## config.mk

```make
export PLATFORM = sky130hd
export DESIGN_NAME = ucom_timer_bank_flat
export DESIGN_NICKNAME = d
export VERILOG_FILES = /design/src/rtl/ucom_timer_bank_if.sv /design/src/rtl/ucom_timer_bank.sv /design/src/flat_wrapper.sv
export SDC_FILE = /design/constraint.sdc
export NUM_CORES = 1
export LEC_CHECK = 0
export BUFFER_PORTS_ARGS = -buffer_cell sky130_fd_sc_hd__buf_2
export CAP_MARGIN = 20
export CORE_MARGIN = 2
export CORE_UTILIZATION = 23
export CTS_BUF_LIST = sky130_fd_sc_hd__clkbuf_8
export CTS_CLUSTER_SIZE = 14
export DETAILED_ROUTE_END_ITERATION = 10
export PLACE_DENSITY_LB_ADDON = 0.25
export SLEW_MARGIN = 20
export SYNTH_ARGS = -nofsm -noshare
export SYNTH_HDL_FRONTEND = slang
export SYNTH_SLANG_ARGS = --single-unit
```

## constraint.sdc

```tcl
create_clock -name clk -period 5.8 [get_ports clk]
set_clock_uncertainty 0.15 [all_clocks]
set_input_delay 1.16 -clock clk [delete_from_list [all_inputs] [get_ports clk]]
set_output_delay 1.16 -clock clk [all_outputs]
set_load 0.1 [all_outputs]
```

## src/rtl/ucom_timer_bank_if.sv

```systemverilog
// CPU-side command/readback bus of the uCOM timer bank: load strobe, acknowledge strobe
// and counter readback.
interface ucom_timer_bank_if #(
  parameter int unsigned CH_W  = 1,
  parameter int unsigned CNT_W = 6
);
  logic             ld;
  logic [CH_W-1:0]  ld_ch;
  logic [CNT_W-1:0] ld_val;
  logic             ld_per;
  logic             ack;
  logic [CH_W-1:0]  ack_ch;
  logic [CH_W-1:0]  rd_ch;
  logic [CNT_W-1:0] rd_cnt;

  modport master (
    output ld, ld_ch, ld_val, ld_per, ack, ack_ch, rd_ch,
    input  rd_cnt
  );

  modport slave (
    input  ld, ld_ch, ld_val, ld_per, ack, ack_ch, rd_ch,
    output rd_cnt
  );
endinterface

```

## src/rtl/ucom_timer_bank.sv

```systemverilog
// Multi-channel STM-style interval timer. Each channel has a prescaler, a down-counter,
// and one-shot or periodic reload, with expiry and overrun flags and a masked interrupt.
module ucom_timer_bank #(
  parameter int unsigned CHANNELS = 2,
  parameter int unsigned PRE_W    = 6,
  parameter int unsigned CNT_W    = 6,
  parameter int unsigned CH_W     = 1
) (
  input  logic                clk,
  input  logic                reset,
  input  logic                tick,
  ucom_timer_bank_if.slave    bus,
  input  logic [CHANNELS-1:0] ien_mask,
  output logic [CHANNELS-1:0] tm,
  output logic [CHANNELS-1:0] ovr,
  output logic                irq
);

  typedef enum logic [1:0] {
    IDLE = 2'd0,
    RUN  = 2'd1,
    DONE = 2'd2
  } state_t;

  state_t           st_q  [CHANNELS];
  state_t           st_d  [CHANNELS];
  logic [PRE_W-1:0] pre_q [CHANNELS];
  logic [PRE_W-1:0] pre_d [CHANNELS];
  logic [CNT_W-1:0] cnt_q [CHANNELS];
  logic [CNT_W-1:0] cnt_d [CHANNELS];
  logic [CNT_W-1:0] rld_q [CHANNELS];
  logic [CNT_W-1:0] rld_d [CHANNELS];

  logic [CHANNELS-1:0] per_q, per_d;
  logic [CHANNELS-1:0] tm_q, tm_d;
  logic [CHANNELS-1:0] ovr_q, ovr_d;
  logic                irq_q;
  logic [CHANNELS-1:0] ld_hit, ack_hit;
  logic [CNT_W-1:0]    rd_mux;

  // Out-of-range channel indices match no channel, so their strobes are dropped.
  always_comb begin
    ld_hit  = '0;
    ack_hit = '0;
    for (int unsigned k = 0; k < CHANNELS; k++) begin
      ld_hit[k]  = bus.ld  && (bus.ld_ch  == CH_W'(k));
      ack_hit[k] = bus.ack && (bus.ack_ch == CH_W'(k));
    end
  end

  always_comb begin
    for (int unsigned k = 0; k < CHANNELS; k++) begin
      st_d[k]  = st_q[k];
      pre_d[k] = pre_q[k];
      cnt_d[k] = cnt_q[k];
      rld_d[k] = rld_q[k];
    end
    per_d = per_q;
    tm_d  = tm_q;
    ovr_d = ovr_q;

    for (int unsigned k = 0; k < CHANNELS; k++) begin
      if (ld_hit[k]) begin
        pre_d[k] = '0;
        cnt_d[k] = bus.ld_val;
        rld_d[k] = bus.ld_val;
        per_d[k] = bus.ld_per;
        tm_d[k]  = 1'b0;
        ovr_d[k] = 1'b0;
        st_d[k]  = RUN;
      end else begin
        if (ack_hit[k]) begin
          tm_d[k]  = 1'b0;
          ovr_d[k] = 1'b0;
          if (st_q[k] == DONE) begin
            st_d[k] = IDLE;
          end
        end
        // Expiry is applied after the ack so a coincident new event survives the ack.
        if ((st_q[k] == RUN) && tick) begin
          if (cnt_q[k] == '0) begin
            if (per_q[k]) begin
              ovr_d[k] = ovr_d[k] | tm_d[k];
              tm_d[k]  = 1'b1;
              pre_d[k] = '0;
              cnt_d[k] = rld_q[k];
            end else begin
              tm_d[k]  = 1'b1;
              st_d[k]  = DONE;
            end
          end else begin
            pre_d[k] = pre_q[k] + 1'b1;
            if (pre_q[k] == '1) begin
              cnt_d[k] = cnt_q[k] - 1'b1;
            end
          end
        end
      end
    end
  end

  always_ff @(posedge clk) begin
    if (reset) begin
      for (int unsigned k = 0; k < CHANNELS; k++) begin
        st_q[k]  <= IDLE;
        pre_q[k] <= '0;
        cnt_q[k] <= '0;
        rld_q[k] <= '0;
      end
      per_q <= '0;
      tm_q  <= '0;
      ovr_q <= '0;
      irq_q <= 1'b0;
    end else begin
      for (int unsigned k = 0; k < CHANNELS; k++) begin
        st_q[k]  <= st_d[k];
        pre_q[k] <= pre_d[k];
        cnt_q[k] <= cnt_d[k];
        rld_q[k] <= rld_d[k];
      end
      per_q <= per_d;
      tm_q  <= tm_d;
      ovr_q <= ovr_d;
      irq_q <= |(tm_q & ien_mask);
    end
  end

  always_comb begin
    rd_mux = '0;
    for (int unsigned k = 0; k < CHANNELS; k++) begin
      if (bus.rd_ch == CH_W'(k)) begin
        rd_mux = cnt_q[k];
      end
    end
  end

  assign bus.rd_cnt = rd_mux;
  assign tm         = tm_q;
  assign ovr        = ovr_q;
  assign irq        = irq_q;

endmodule

```

## src/flat_wrapper.sv

```systemverilog
// flat-port wrapper written by rule: the top's interface ports become plain ports
module ucom_timer_bank_flat 
#(
  parameter int unsigned CHANNELS = 2,
  parameter int unsigned PRE_W    = 6,
  parameter int unsigned CNT_W    = 6,
  parameter int unsigned CH_W     = 1
)
  (clk, reset, tick, ien_mask, tm, ovr, irq, bus_ld, bus_ld_ch, bus_ld_val, bus_ld_per, bus_ack, bus_ack_ch, bus_rd_ch, bus_rd_cnt);
  ucom_timer_bank_if #(.CH_W(CH_W), .CNT_W(CNT_W)) bus_i ();
  input  logic clk;
  input  logic reset;
  input  logic tick;
  input  logic [CHANNELS-1:0] ien_mask;
  output logic [CHANNELS-1:0] tm;
  output logic [CHANNELS-1:0] ovr;
  output logic irq;
  input wire logic [$bits(bus_i.ld)-1:0] bus_ld;
  input wire logic [$bits(bus_i.ld_ch)-1:0] bus_ld_ch;
  input wire logic [$bits(bus_i.ld_val)-1:0] bus_ld_val;
  input wire logic [$bits(bus_i.ld_per)-1:0] bus_ld_per;
  input wire logic [$bits(bus_i.ack)-1:0] bus_ack;
  input wire logic [$bits(bus_i.ack_ch)-1:0] bus_ack_ch;
  input wire logic [$bits(bus_i.rd_ch)-1:0] bus_rd_ch;
  output wire logic [$bits(bus_i.rd_cnt)-1:0] bus_rd_cnt;
  assign bus_i.ld = bus_ld;
  assign bus_i.ld_ch = bus_ld_ch;
  assign bus_i.ld_val = bus_ld_val;
  assign bus_i.ld_per = bus_ld_per;
  assign bus_i.ack = bus_ack;
  assign bus_i.ack_ch = bus_ack_ch;
  assign bus_i.rd_ch = bus_rd_ch;
  assign bus_rd_cnt = bus_i.rd_cnt;
  ucom_timer_bank #(.CHANNELS(CHANNELS), .PRE_W(PRE_W), .CNT_W(CNT_W), .CH_W(CH_W)) u_core (.clk(clk), .reset(reset), .tick(tick), .bus(bus_i), .ien_mask(ien_mask), .tm(tm), .ovr(ovr), .irq(irq));
endmodule
```

Yosys cells after proc, flatten, opt, wreduce, memory -nomap -nowiden
Memory sizes are Yosys's and may differ from the RTL's.
Index checks and enable logic that the tools add are counted.
W data, S select, Z words.
- bits in latches: 0
- bits in writable memories: 40
- logic and storage cells: 107
- register bits: 7
- ROM bits: 0
- memories kept: 4
- multiplexer cells: 62
- divide/modulo/power cells: 0
- equal/unequal tests: 6
- $add $sub $neg: 4
- shift-type cells: 0
- multipliers: 0
- bitwise operators: 13
- reductions and logical operators: 11
- $lt $le $gt $ge: 0
- memory list (memory ; depth ; width ; read ports ; clocked after memory_dff ; wr ports ; RTL line ; RTL):
    u_core.cnt_q ; 2 ; 6 ; 2 ; 0 ; 2 ; ucom_timer_bank.sv:29 ; logic [CNT_W-1:0] cnt_q [CHANNELS];
    u_core.pre_q ; 2 ; 6 ; 2 ; 0 ; 2 ; ucom_timer_bank.sv:27 ; logic [PRE_W-1:0] pre_q [CHANNELS];
    u_core.rld_q ; 2 ; 6 ; 2 ; 0 ; 2 ; ucom_timer_bank.sv:31 ; logic [CNT_W-1:0] rld_q [CHANNELS];
    u_core.st_q ; 2 ; 2 ; 2 ; 0 ; 2 ; ucom_timer_bank.sv:25 ; state_t st_q [CHANNELS];
- operator list (operator ; count):
    $mux W6 ; 27
    $mux W2 ; 14
    $mux W1 ; 21
    $add A6 B1 Y6 const B ; 2
    $eq A6 B6 Y1 const B ; 2
    $logic_not A6 Y1 ; 2
    $sub A6 B1 Y6 const B ; 2
    $or A1 B1 Y1 ; 10
    $logic_and A1 B1 Y1 ; 6
    $reduce_or A2 Y1 ; 3
    $eq A2 B1 Y1 const B ; 2
    $eq A2 B2 Y1 const B ; 2
    $and A2 B2 Y2 ; 1
    $not A1 Y1 ; 2

Logic depth before layout (Yosys ltp)
- word-level depth: 8
- gate-level depth with buffers: 9
- mapped depth without buffers: 7

Worst setup path after synthesis
Ideal clock, no wire load.
- path type: input -> output
- start: in bus_rd_ch
- end: out bus_rd_cnt[0]
- arrival: 3.465 ns
- path slack: 1.025 ns
- cell stages on the path: 2
- path through: clkbuf_1 > o21ai_0
- cells in the longest elaborated chain, start to end: 1
- ends and longest elaborated chain (what ; RTL line ; RTL):
    start: declaration ; flat_wrapper.sv:24 ; input wire logic [$bits(bus_i.rd_ch)-1:0] bus_rd_ch;
    $mux W6 ; ucom_timer_bank.sv:131 ; if (bus.rd_ch == CH_W'(k)) begin
    end: declaration ; flat_wrapper.sv:25 ; output wire logic [$bits(bus_i.rd_cnt)-1:0] bus_rd_cnt;
Every way passes these cells.

Worst setup path after layout
- start: in bus_rd_ch
- end: out bus_rd_cnt[2]
Same word-level chain as after synthesis.

==> results_dict.tcl <==
set metrics [dict create \
    io_buffers 27 \
    n_antenna_cell 0 \
    setup_viol 0 \
    grt_use_total_pct 10.7 \
    fp.dieArea_sq_um 11100 \
    worst_slew_pin_slew_ns 0.887 \
    die_h_um 105 \
    cts.clk_slew.worst_paths_ns 0.09 \
    synthFlopType "dfxtp_1" \
    cap_violations 0 \
    grt_max_degree 33 \
    vias 2071 \
    ant_nets 0 \
    routedWlPerCell_um 12.8 \
    first_iter_violations 127 \
    tns_ns 0 \
    cpLargestDelayFamily "buffers and inverters" \
    grt_pass1_vias 1936 \
    hold_viol 0 \
    hold_end "u_core.rld_q[0][5]" \
    drive_above_1_share_pct 13.5 \
    multi_input_comb_area_sq_um 1320 \
    worstPathMaxFanout 10 \
    postSynthCellCount 292 \
    core_area_sq_um 9860 \
    hold_path_depth 2 \
    grt_pass1_wl_mm 9.69 \
    report.final.slew_viol_count 0 \
    cts_hold_buf 0 \
    min_period_ns 3.32 \
    rrSetupSlack_ns 3.02 \
    crit_slowest_cell "mux2_2" \
    ys_warn_count 0 \
    final-seq-area_sq_um 941 \
    slew_headroom_pct 40.8 \
    rr_worst_depth 7 \
    crit_chain "buf_2 -> mux2_2 -> buf_2" \
    finalCritPeriodShare_pct 57.2 \
    row_count 36 \
    critPathKind "in2out" \
    num-nets-final 332 \
    r2r-start "u_core.cnt_q[0][0]" \
    cts.repair.resized 0 \
    synth_most_common_cell "nand2_1" \
    powerDensity_nw_per_um2 258 \
    critical_path_depth 3 \
    synth-seq-area-share_pct 40.0 \
    antenna_found_initial 0 \
    final.fill_count 1086 \
    ys_types 49 \
    io_pins 28 \
    r2r_end "u_core.cnt_q[0][1]" \
    clock.fmax_ghz 0.302 \
    crit_buf_inv 2 \
    chipWidth_um 105 \
    post_cts_buffers 0 \
    cts_tree "yes" \
    synth_area_per_cell_sq_um 8.06 \
    max_stage_delay_ns 0.36 \
    synth-edff-count 0 \
    wl_mm 5.68 \
    netlist_area_sq_um 2350 \
    irDropWorstVdd_mv 0.105 \
    ys_ff_latch 47 \
    gp_congestion 0.768 \
    synth_area_leaders "dfxtp_1 40%, nand2_1 7.7%, a21oi_1 6.8%" \
    critPathArrivalTime_ns 2.01 \
    synth_commonest_cells "48 x nand2_1, 47 x dfxtp_1, 32 x a21oi_1, 32 x nor2_1" \
    gr-total-overflow 0 \
    synth_top_area_share_pct 40.0 \
    hold_start "u_core.rld_q[0][5]" \
    start_util_pct 23.9 \
    cts-buffers-inserted 5 \
    vias_per_cell 4.66 \
    rsz0062_at_grt "false" \
    syn_nets 313 \
    required_ns 4.49 \
    clock_sinks 47 \
    cp-end-kind "output pin" \
    area_growth_pct 13.6 \
    p_leak_nw 0.990 \
    drc 0 \
    synth_top_cell_by_area "dfxtp_1" \
    htreeDepth 2 \
    cts_buffer_depth 2 \
    drtPass1Iterations 4 \
    status "finished clean" \
    p_total_mw 0.691 \
    min_path_type "reg2reg" \
    clk_latency_ns 0.30 \
    start_kind "primary input" \
    async_flop_share_pct 0 \
    cpMostUsedCell "buf_2" \
    cts_root_buffer "clkbuf_8" \
    dp_hpwl_mm 4.18 \
    whs_ns 0.307 \
]
-- per-stage QoR --
step | worst slack [ns] | instance area, sq um | utilization [%] | std cells
after CTS | 2.48 | 2680 | 27.1 | 444
after floorplan | 1.03 | 2350 | - | 292
after global routing | 2.44 | 2680 | 27.1 | 444
final | 2.48 | 2680 | 27.1 | 444
after detailed placement | 2.49 | 2590 | 26.2 | 437
after global placement | 2.50 | 2590 | 26.2 | 437
-- cell usage in the layout (no fill, tap or decap), types with 6 or more instances in the layout --
cell,synthesis,layout
nor3_1,8,8
inv_1,6,6
nand3_1,6,6
o21ai_0,12,12
nor2_1,32,32
clkbuf_8,0,6
dfxtp_1,47,47
nand2_1,48,48
buf_2,1,27
a21oi_1,32,32
nand2b_1,11,11
-- routing by layer --
metal	track usage [%]	vias to the layer above	share of wire, %
li1	-	1059	-
met4	2.86	0	0.74
met2	16.0	34	42
met5	0	-	0
met1	15.3	976	53
met3	2.37	2	3.9
-- flip-flops by register name, indices dropped and copies added, names as in the netlist --
signal        flops
u_core.cnt_q     12
u_core.irq        1
u_core.ovr        2
u_core.per_q      2
u_core.pre_q     12
u_core.rld_q     12
u_core.st_q       4
u_core.tm         2
-- how the worst max path moves through the flow --
stage | start | to | slack [ns]
global route | bus_rd_ch | bus_rd_cnt[5] | 2.44
detailed placement | bus_rd_ch | bus_rd_cnt[2] | 2.49
finish | bus_rd_ch | bus_rd_cnt[2] | 2.48
global placement | bus_rd_ch | bus_rd_cnt[2] | 2.50
floorplan | bus_rd_ch | bus_rd_cnt[0] | 1.03
CTS | bus_rd_ch | bus_rd_cnt[2] | 2.48
-- worst min-delay path, cell delays in order, from the launching register on --
cell and delay [ns]:
dfxtp_1 0.32, nand2_1 0.05, a21oi_1 0.05
-- power breakdown --
part | internal [mW] | leakage (nW) | switching, mW
registers | 0.335 | 0.383 | 0.0144
clock network | 0.0939 | 0.0470 | 0.110
logic | 0.0430 | 0.560 | 0.0942
total | 0.472 | 0.990 | 0.219
-- final cells by class --
type | instances | area share [%]
Clock inverter | 1 | 0.187
Multi-Input combinational cell | 223 | 49.2
Tap cell | 133 | 6.22
Inverter | 6 | 0.842
Sequential cell | 47 | 35.2
Clock buffer | 6 | 3.09
Timing Repair Buffer | 28 | 5.33
-- logic make-up (layout without fill, tap and decap cells) --
kind of cell	count (synthesis)	after routing	synth area share (%)
flops	47	47	40.0
simple gates	127	127	25.8
xor+xnor	10	10	3.72
mux	4	4	1.81
fa+ha+maj	4	4	2.13
buf+inv	22	41	4.20
compound gates	78	78	22.4
Power figures use the tool's default switching activity.
